`config.mk`:
```
export PLATFORM = sky130hd
export DESIGN_NAME = conv_pass_sequencer
export DESIGN_NICKNAME = d
export VERILOG_FILES = /design/src/rtl/conv_pass_sequencer.sv
export SDC_FILE = /design/constraint.sdc
export NUM_CORES = 1
export LEC_CHECK = 0
export CORE_UTILIZATION = 52
export CTS_CLUSTER_SIZE = 8
export DETAILED_ROUTE_END_ITERATION = 10
export PLACE_DENSITY = 0.76
export SETUP_SLACK_MARGIN = 0.5
export SLEW_MARGIN = 20
export SYNTH_ARGS = -nofsm -noshare
export SYNTH_HDL_FRONTEND = slang
export SYNTH_SLANG_ARGS = --single-unit
```
`constraint.sdc`:
```
create_clock -name clock -period 2.17 [get_ports clock]
set_input_delay 0.434 -clock clock [delete_from_list [all_inputs] [get_ports clock]]
set_output_delay 0.434 -clock clock [all_outputs]
set_load 0.02 [all_outputs]
```
`src/rtl/conv_pass_sequencer.sv`:
```
// Layer-level pass scheduler for the conv engine: weight load, clear, run, drain per pass, with output bank ping-pong.
// Optional PERF_CNT_EN adds run/stall performance counters.
module conv_pass_sequencer #(
    parameter int PASS_BITWIDTH = 4,
    parameter int CLR_CYCLES    = 2,
    parameter int DRAIN_CYCLES  = 4,
    parameter int CNT_BITWIDTH  = 8
) (
    input  logic                     clock,
    input  logic                     reset,
    input  logic                     layer_start,
    input  logic                     layer_abort,
    input  logic [PASS_BITWIDTH-1:0] cfg_num_passes,
    input  logic                     wload_ack,
    input  logic                     conv_done,
    output logic                     wload_req,
    output logic                     conv_clear,
    output logic                     conv_enable,
    output logic [PASS_BITWIDTH-1:0] pass_idx,
    output logic                     bank_sel,
    output logic                     busy,
    output logic                     layer_done
`ifdef PERF_CNT_EN
    ,
    output logic [31:0]              perf_run_cycles,
    output logic [31:0]              perf_stall_cycles
`endif
);

    typedef enum logic [2:0] {
        S_IDLE, S_WLOAD, S_CLR, S_RUN, S_DRAIN, S_NEXT, S_FIN
    } state_t;

    localparam logic [CNT_BITWIDTH-1:0] CLR_LOAD   = CNT_BITWIDTH'(CLR_CYCLES - 1);
    localparam logic [CNT_BITWIDTH-1:0] DRAIN_LOAD = CNT_BITWIDTH'(DRAIN_CYCLES - 1);

    state_t                   state;
    logic [CNT_BITWIDTH-1:0]  cnt;
    logic [PASS_BITWIDTH-1:0] num_passes;
    logic                     start_accept;

    assign start_accept = (state == S_IDLE) && layer_start && !layer_abort;

    always_ff @(posedge clock) begin
        if (reset) begin
            state      <= S_IDLE;
            cnt        <= '0;
            num_passes <= '0;
            pass_idx   <= '0;
            bank_sel   <= 1'b0;
        end else if (layer_abort && state != S_IDLE) begin
            state    <= S_IDLE;
            cnt      <= '0;
            pass_idx <= '0;
            bank_sel <= 1'b0;
        end else begin
            case (state)
                S_IDLE: begin
                    if (start_accept) begin
                        if (cfg_num_passes != '0) begin
                            num_passes <= cfg_num_passes;
                            pass_idx   <= '0;
                            bank_sel   <= 1'b0;
                            state      <= S_WLOAD;
                        end else begin
                            state <= S_FIN;
                        end
                    end
                end
                S_WLOAD: begin
                    if (wload_ack) begin
                        cnt   <= CLR_LOAD;
                        state <= S_CLR;
                    end
                end
                S_CLR: begin
                    if (cnt == '0) state <= S_RUN;
                    else           cnt   <= cnt - 1'b1;
                end
                S_RUN: begin
                    if (conv_done) begin
                        cnt   <= DRAIN_LOAD;
                        state <= S_DRAIN;
                    end
                end
                S_DRAIN: begin
                    if (cnt == '0) state <= S_NEXT;
                    else           cnt   <= cnt - 1'b1;
                end
                S_NEXT: begin
                    // Final pass leaves pass_idx/bank_sel pointing at the last pass
                    if (pass_idx == num_passes - 1'b1) begin
                        state <= S_FIN;
                    end else begin
                        pass_idx <= pass_idx + 1'b1;
                        bank_sel <= ~bank_sel;
                        state    <= S_WLOAD;
                    end
                end
                S_FIN:   state <= S_IDLE;
                default: state <= S_IDLE;
            endcase
        end
    end

    assign wload_req   = (state == S_WLOAD);
    assign conv_clear  = (state == S_CLR);
    assign conv_enable = (state == S_RUN);
    assign layer_done  = (state == S_FIN);
    assign busy        = (state != S_IDLE) && (state != S_FIN);

`ifdef PERF_CNT_EN
    always_ff @(posedge clock) begin
        if (reset || start_accept) begin
            perf_run_cycles   <= '0;
            perf_stall_cycles <= '0;
        end else begin
            if (state == S_RUN && perf_run_cycles != '1)
                perf_run_cycles <= perf_run_cycles + 32'd1;
            if (state == S_WLOAD && !wload_ack && perf_stall_cycles != '1)
                perf_stall_cycles <= perf_stall_cycles + 32'd1;
        end
    end
`endif

endmodule

```
* Word level (Yosys, flattened, before mapping) *
Index checks and enable logic that the tools add are counted.

word-level totals
  flip-flop bits (word level) = 20
  bits of input ports = 10
  output and inout port bits = 10
  word-level logic and storage cells = 63

cells by class
  add/subtract/negate cells = 3
  eq/ne operators = 16
  mux-type cells = 20
  bitwise operators = 2
  reductions and logical operators = 17

operators by type and width
  kind                                                                 count
  8-bit 2-to-1 mux                                                     3
  8-bit case mux with 3 select lines                                   1
  3-bit 2-to-1 mux                                                     7
  3-bit case mux with 6 select lines                                   1
  4-bit 2-to-1 mux                                                     3
  2-bit != test (second input constant)                                6
  4-bit AND reduction                                                  3
  3-bit == test (second input constant)                                3
  8-bit zero test                                                      1
  4-bit case mux with 2 select lines                                   1
  8-bit by 1-bit subtractor with 8-bit output (second input constant)  1
  3-bit by 2-bit == test with 1-bit output (second input constant)     2
  3-bit nonzero test                                                   2
  5-bit AND reduction                                                  1
  4-bit by 1-bit adder with 4-bit output (second input constant)       1
  4-bit == test                                                        1
  1-bit logical AND                                                    4
  2-bit by 1-bit != test with 1-bit output (second input constant)     2
  4-bit nonzero test                                                   1
  2-bit OR reduction                                                   2
  4-bit by 1-bit subtractor with 4-bit output (second input constant)  1
  3-bit by 1-bit == test with 1-bit output (second input constant)     1
  3-bit zero test                                                      1
  1-bit 2-to-1 mux                                                     3
  5 further kinds                                                      6

* Logic depth before layout (Yosys ltp) *
  depth in word-level cells = 5
  gate-level depth with buffers = 8
  mapped depth without buffers = 7

* Worst setup path before layout *
Ideal clock, no wire load.

  kind = flip-flop to flip-flop
  from = register num_passes[0]
  to = register pass_idx[2]
  setup time = 0.070 ns
  arrival = 1.816 ns
  data required time = 2.100 ns
  setup slack = 0.284 ns
  cell stages (with the launch flop) = 9
  path buffers = 1
  cell sequence = dfxtp_1 -> inv_1 -> ha_1 -> xor2_1 -> nand3_1 -> nor4b_4 -> clkbuf_1 -> or4_1 -> a21oi_1

between the ends
  longest elaborated chain between the ends = 4

RTL lines
  element                                      line  RTL
  start: declaration                           39    logic [PASS_BITWIDTH-1:0] num_passes;
  start signal: assignment                     61    num_passes <= cfg_num_passes;
  4-bit by 1-bit subtractor with 4-bit output  92    if (pass_idx == num_passes - 1'b1) begin
  4-bit == test                                92
  2-bit != test (no source line)               n/a
  4-bit AND reduction (no source line)         n/a
  end signal: assignment                       95    pass_idx <= pass_idx + 1'b1;
  end: declaration                             19    output logic [PASS_BITWIDTH-1:0] pass_idx,

No other way between the ends.
A chain may end at the register's enable or synchronous reset.

* Worst setup path after layout *
  from = register cnt[1]
  to = register cnt[1]

between the ends
  longest elaborated chain between the ends = 3
  elaborated cells on any way between the ends = 6
  classes of those cells = add/sub (1); eq/ne (1); mux (2); reduce/logical (2)

RTL lines
  element                                                                                line  RTL
  start: declaration                                                                     38    logic [CNT_BITWIDTH-1:0] cnt;
  start signal: assignment                                                               78    else cnt <= cnt - 1'b1;
  start signal: assignment                                                               88    else cnt <= cnt - 1'b1;
  8-bit by 1-bit subtractor with 8-bit output / 8-bit zero test (equally long branches)  n/a
  8-bit 2-to-1 mux / 2-bit != test (equally long branches)                               n/a
  8-bit case mux with 3 select lines / 4-bit AND reduction (equally long branches)       n/a

Several ways; a longest one is shown, not always the timed one. The select of a mux whose other input is x is not followed.

==> flow_summary_export.csv <==
group,metric,value,unit
clock_network,clk_pin_slew_worst_paths,130,ps
flow_run,maxCapViolations,0,
clock_network,clk_path_buf_depth,2,
clock_network,cts_buffers,3,
route,drt_iter0_markers,42,
clock_network,ctsHoldBuffers,0,
route,wl,4530,um
placement,dp_hpwl,2290,um
setup_path,cp.arrival,2070,ps
sta,min_period,1870,ps
logic_synthesis,ys_seq_area_share,31.8,%
setup_path,crit_fanout,4,
sta,fin_setup_tns,0,ps
placement,dp_slack,-19.4,ps
logic_synthesis,netlist_instances,150,
sta,fmax,0.534,GHz
clock_network,cts_tree,"built",
global_route,overflow,0,
global_route,grt_pass1_vias,1293,
setup_path,cp-start-kind,"flop",
die,dieArea,2620,sq um
logic_synthesis,synth_area_leader_cell,"dfxtp_1",
finish,fillers,99,
logic_synthesis,ys.warnings.count,0,
sta,fin_ws,298,ps
die,die_w,51.2,um
global_route,grt_max_degree,13,
outcome,status,"finished clean",
pwr,ir_drop,1350,uV
pwr,static-leakage-power,0.829,nW
global_route,grt_use_total,30.4,%
sta,tightest_slew,430,ps
sta,finalCritPeriodShare,86.2,%
clock_network,htree_levels,1,
global_route,grt_pass1_wl,5970,um
die,initial_core_util,55.8,%
finish,syn_to_final_growth,61.3,%
logic_synthesis,synth.area.top_cells,"dfxtp_1 32%, nor2_1 5.7%, xor2_1 4.9%",
logic_synthesis,synthDistinctLibCells,40,
sta,fin_worst_skew,1.73,ps
route,wl_per_cell,19.4,um
logic_synthesis,synth_area,1260,sq um
setup_path,critical_path_required,2370,ps
placement,port_buffers,19,
setup_path,path_class,"flop to flop",
route,drc,0,
route,num_vias,1430,
sta,rsz0062_at_grt,"true",
finish,antenna_cells,0,
sta,setup_violations,0,
sta,final_hold_viol_count,0,
logic_synthesis,synth_fp_nets,164,
placement,gp_congestion,0.864,
logic_synthesis,synth_top_area_share,31.8,%
die,std_cell_rows,17,
logic_synthesis,synth_seq_cells,20,
route,antenna_left,0,
pwr,fin_total_pwr,2.74,mW
min_path,hold_path.class,"flop to flop",
finish,drive_gt1_share,47.6,%
clock_network,cts_root_buffer,"clkbuf_4",
clock_network,cts_sinks,20,
sta,slew_violations,0,
logic_synthesis,synth_area_per_cell,8.38,sq um
route,drt_first_pass_iters,4,
pwr,power_density,1350,nW/um^2
die,die_h,51.2,um
finish,fin_nets,221,
clock_network,clock_latency,300,ps
global_route,antenna_found_initial,0,
die,io_pins,20,
die,core_area,2250,sq um
setup_path,worst_setup_path_end_kind,"flop",
sta,relSlewSlack,71.2,%
route,via_per_inst,6.11,
[logic make-up (layout without fill, tap and decap cells)]
| group | Yosys count | after routing | share of synthesized area, % |
|---|---|---|---|
| and+or+nand+nor | 62 | 62 | 28.6 |
| adders and majority gates | 4 | 4 | 3.98 |
| DFF | 20 | 20 | 31.8 |
| AOI/OAI and AO/OA | 36 | 37 | 19.8 |
| buffers and inverters | 13 | 68 | 5.07 |
| muxes | 3 | 3 | 2.39 |
| xor gates and xnor gates | 12 | 12 | 8.36 |
[Yosys cell counts, drive strengths merged]
cell type	n
o211ai	2
or3	4
nor4b	2
nor2b	5
ha	4
o21bai	1
o31ai	3
o2111ai	1
clkbuf	2
o32ai	1
xor2	7
o21ai	6
nor3	6
and2	1
xnor2	5
nand2	10
nor3b	2
dfxtp	20
nor4	2
or4	4
nor2	19
buf	3
a21o	2
a22o	1
a21oi	12
mux2i	3
inv	8
nand3	6
a32oi	2
o21ba	1
nand2b	1
a211oi	3
o22a	1
[cell type report]
| type | instances | area (sq um) | area share, % |
|---|---|---|---|
| Inverter | 8 | 33.8 | 1.67 |
| Clock inverter | 1 | 30.0 | 1.48 |
| Clock buffer | 3 | 22.5 | 1.11 |
| Multi-Input combinational cell | 118 | 1020 | 50.5 |
| Timing Repair Buffer | 56 | 463 | 22.8 |
| Tap cell | 28 | 35.0 | 1.73 |
| Sequential cell | 20 | 419 | 20.7 |
[layout by cell type (no fill, tap or decap), types with 4 or more instances in the layout]
| master | count |
|---|---|
| nor2b_1 | 4 |
| buf_6 | 6 |
| inv_2 | 4 |
| buf_4 | 34 |
| a21oi_1 | 8 |
| clkdlybuf4s50_1 | 6 |
| dfxtp_1 | 11 |
| nand3_1 | 4 |
| dlygate4sd2_1 | 8 |
| a21oi_2 | 4 |
| xnor2_1 | 4 |
| nor2_1 | 16 |
| dfxtp_2 | 6 |
| xor2_1 | 6 |
| nand2_1 | 10 |
[critical path, cell delays in order (launching register included)]
cell and delay [ps]:
dfxtp_2 360, inv_2 90, ha_4 130, nor3b_4 240
a211oi_4 130, buf_4 160, buf_6 110, nor2_2 150
nor2_1 80, a211oi_1 320
[state kept, by name (all words and copies together) (netlist names)]
signal      count
bank_sel        1
cnt             8
num_passes      4
pass_idx        4
state           3
[where the power goes]
part / internal, mW / total [mW] / switching, mW
combinational: 0.909 / 1.80 / 0.889
sequential: 0.483 / 0.629 / 0.146
clock: 0.186 / 0.316 / 0.130
[timing repair]
action,CTS,global route
gates cloned,1,0
setup endpoints to repair,25,20
buffers inserted,14,13
pin swaps,20,21
resized for setup,56,37
[final timing paths]
kind	start	to	slack, ps	cells past startpoint
setup / recovery	cnt[1]$_SDFFE_PP0P_	cnt[1]$_SDFFE_PP0P_	300	9
hold / removal	bank_sel$_SDFFE_PP0P_	bank_sel$_SDFFE_PP0P_	490	2
setup reg to reg	cnt[1]$_SDFFE_PP0P_	cnt[1]$_SDFFE_PP0P_	300	9
hold reg to reg	bank_sel$_SDFFE_PP0P_	bank_sel$_SDFFE_PP0P_	490	2
[layer usage]
| metal | track usage (%) | part of all wire [%] | wire length (um) |
|---|---|---|---|
| met2 | 51.5 | 50 | 2270 |
| met1 | 39.1 | 40 | 1800 |
| met3 | 3.87 | 5.5 | 251 |
| met5 | 0 | 0 | 0 |
| met4 | 10.6 | 4.6 | 210 |
[metrics by stage]
stage	instances	cell area, sq um	hold slack [ps]	util, %
after floorplan	150	1290	437	-
after global placement	202	1550	464	68.7
after detailed placement	202	1550	470	68.7
after CTS	221	1780	501	78.7
after global routing	234	2030	526	90.0
final	234	2030	494	90.0
(Power assumes the default switching activity.)
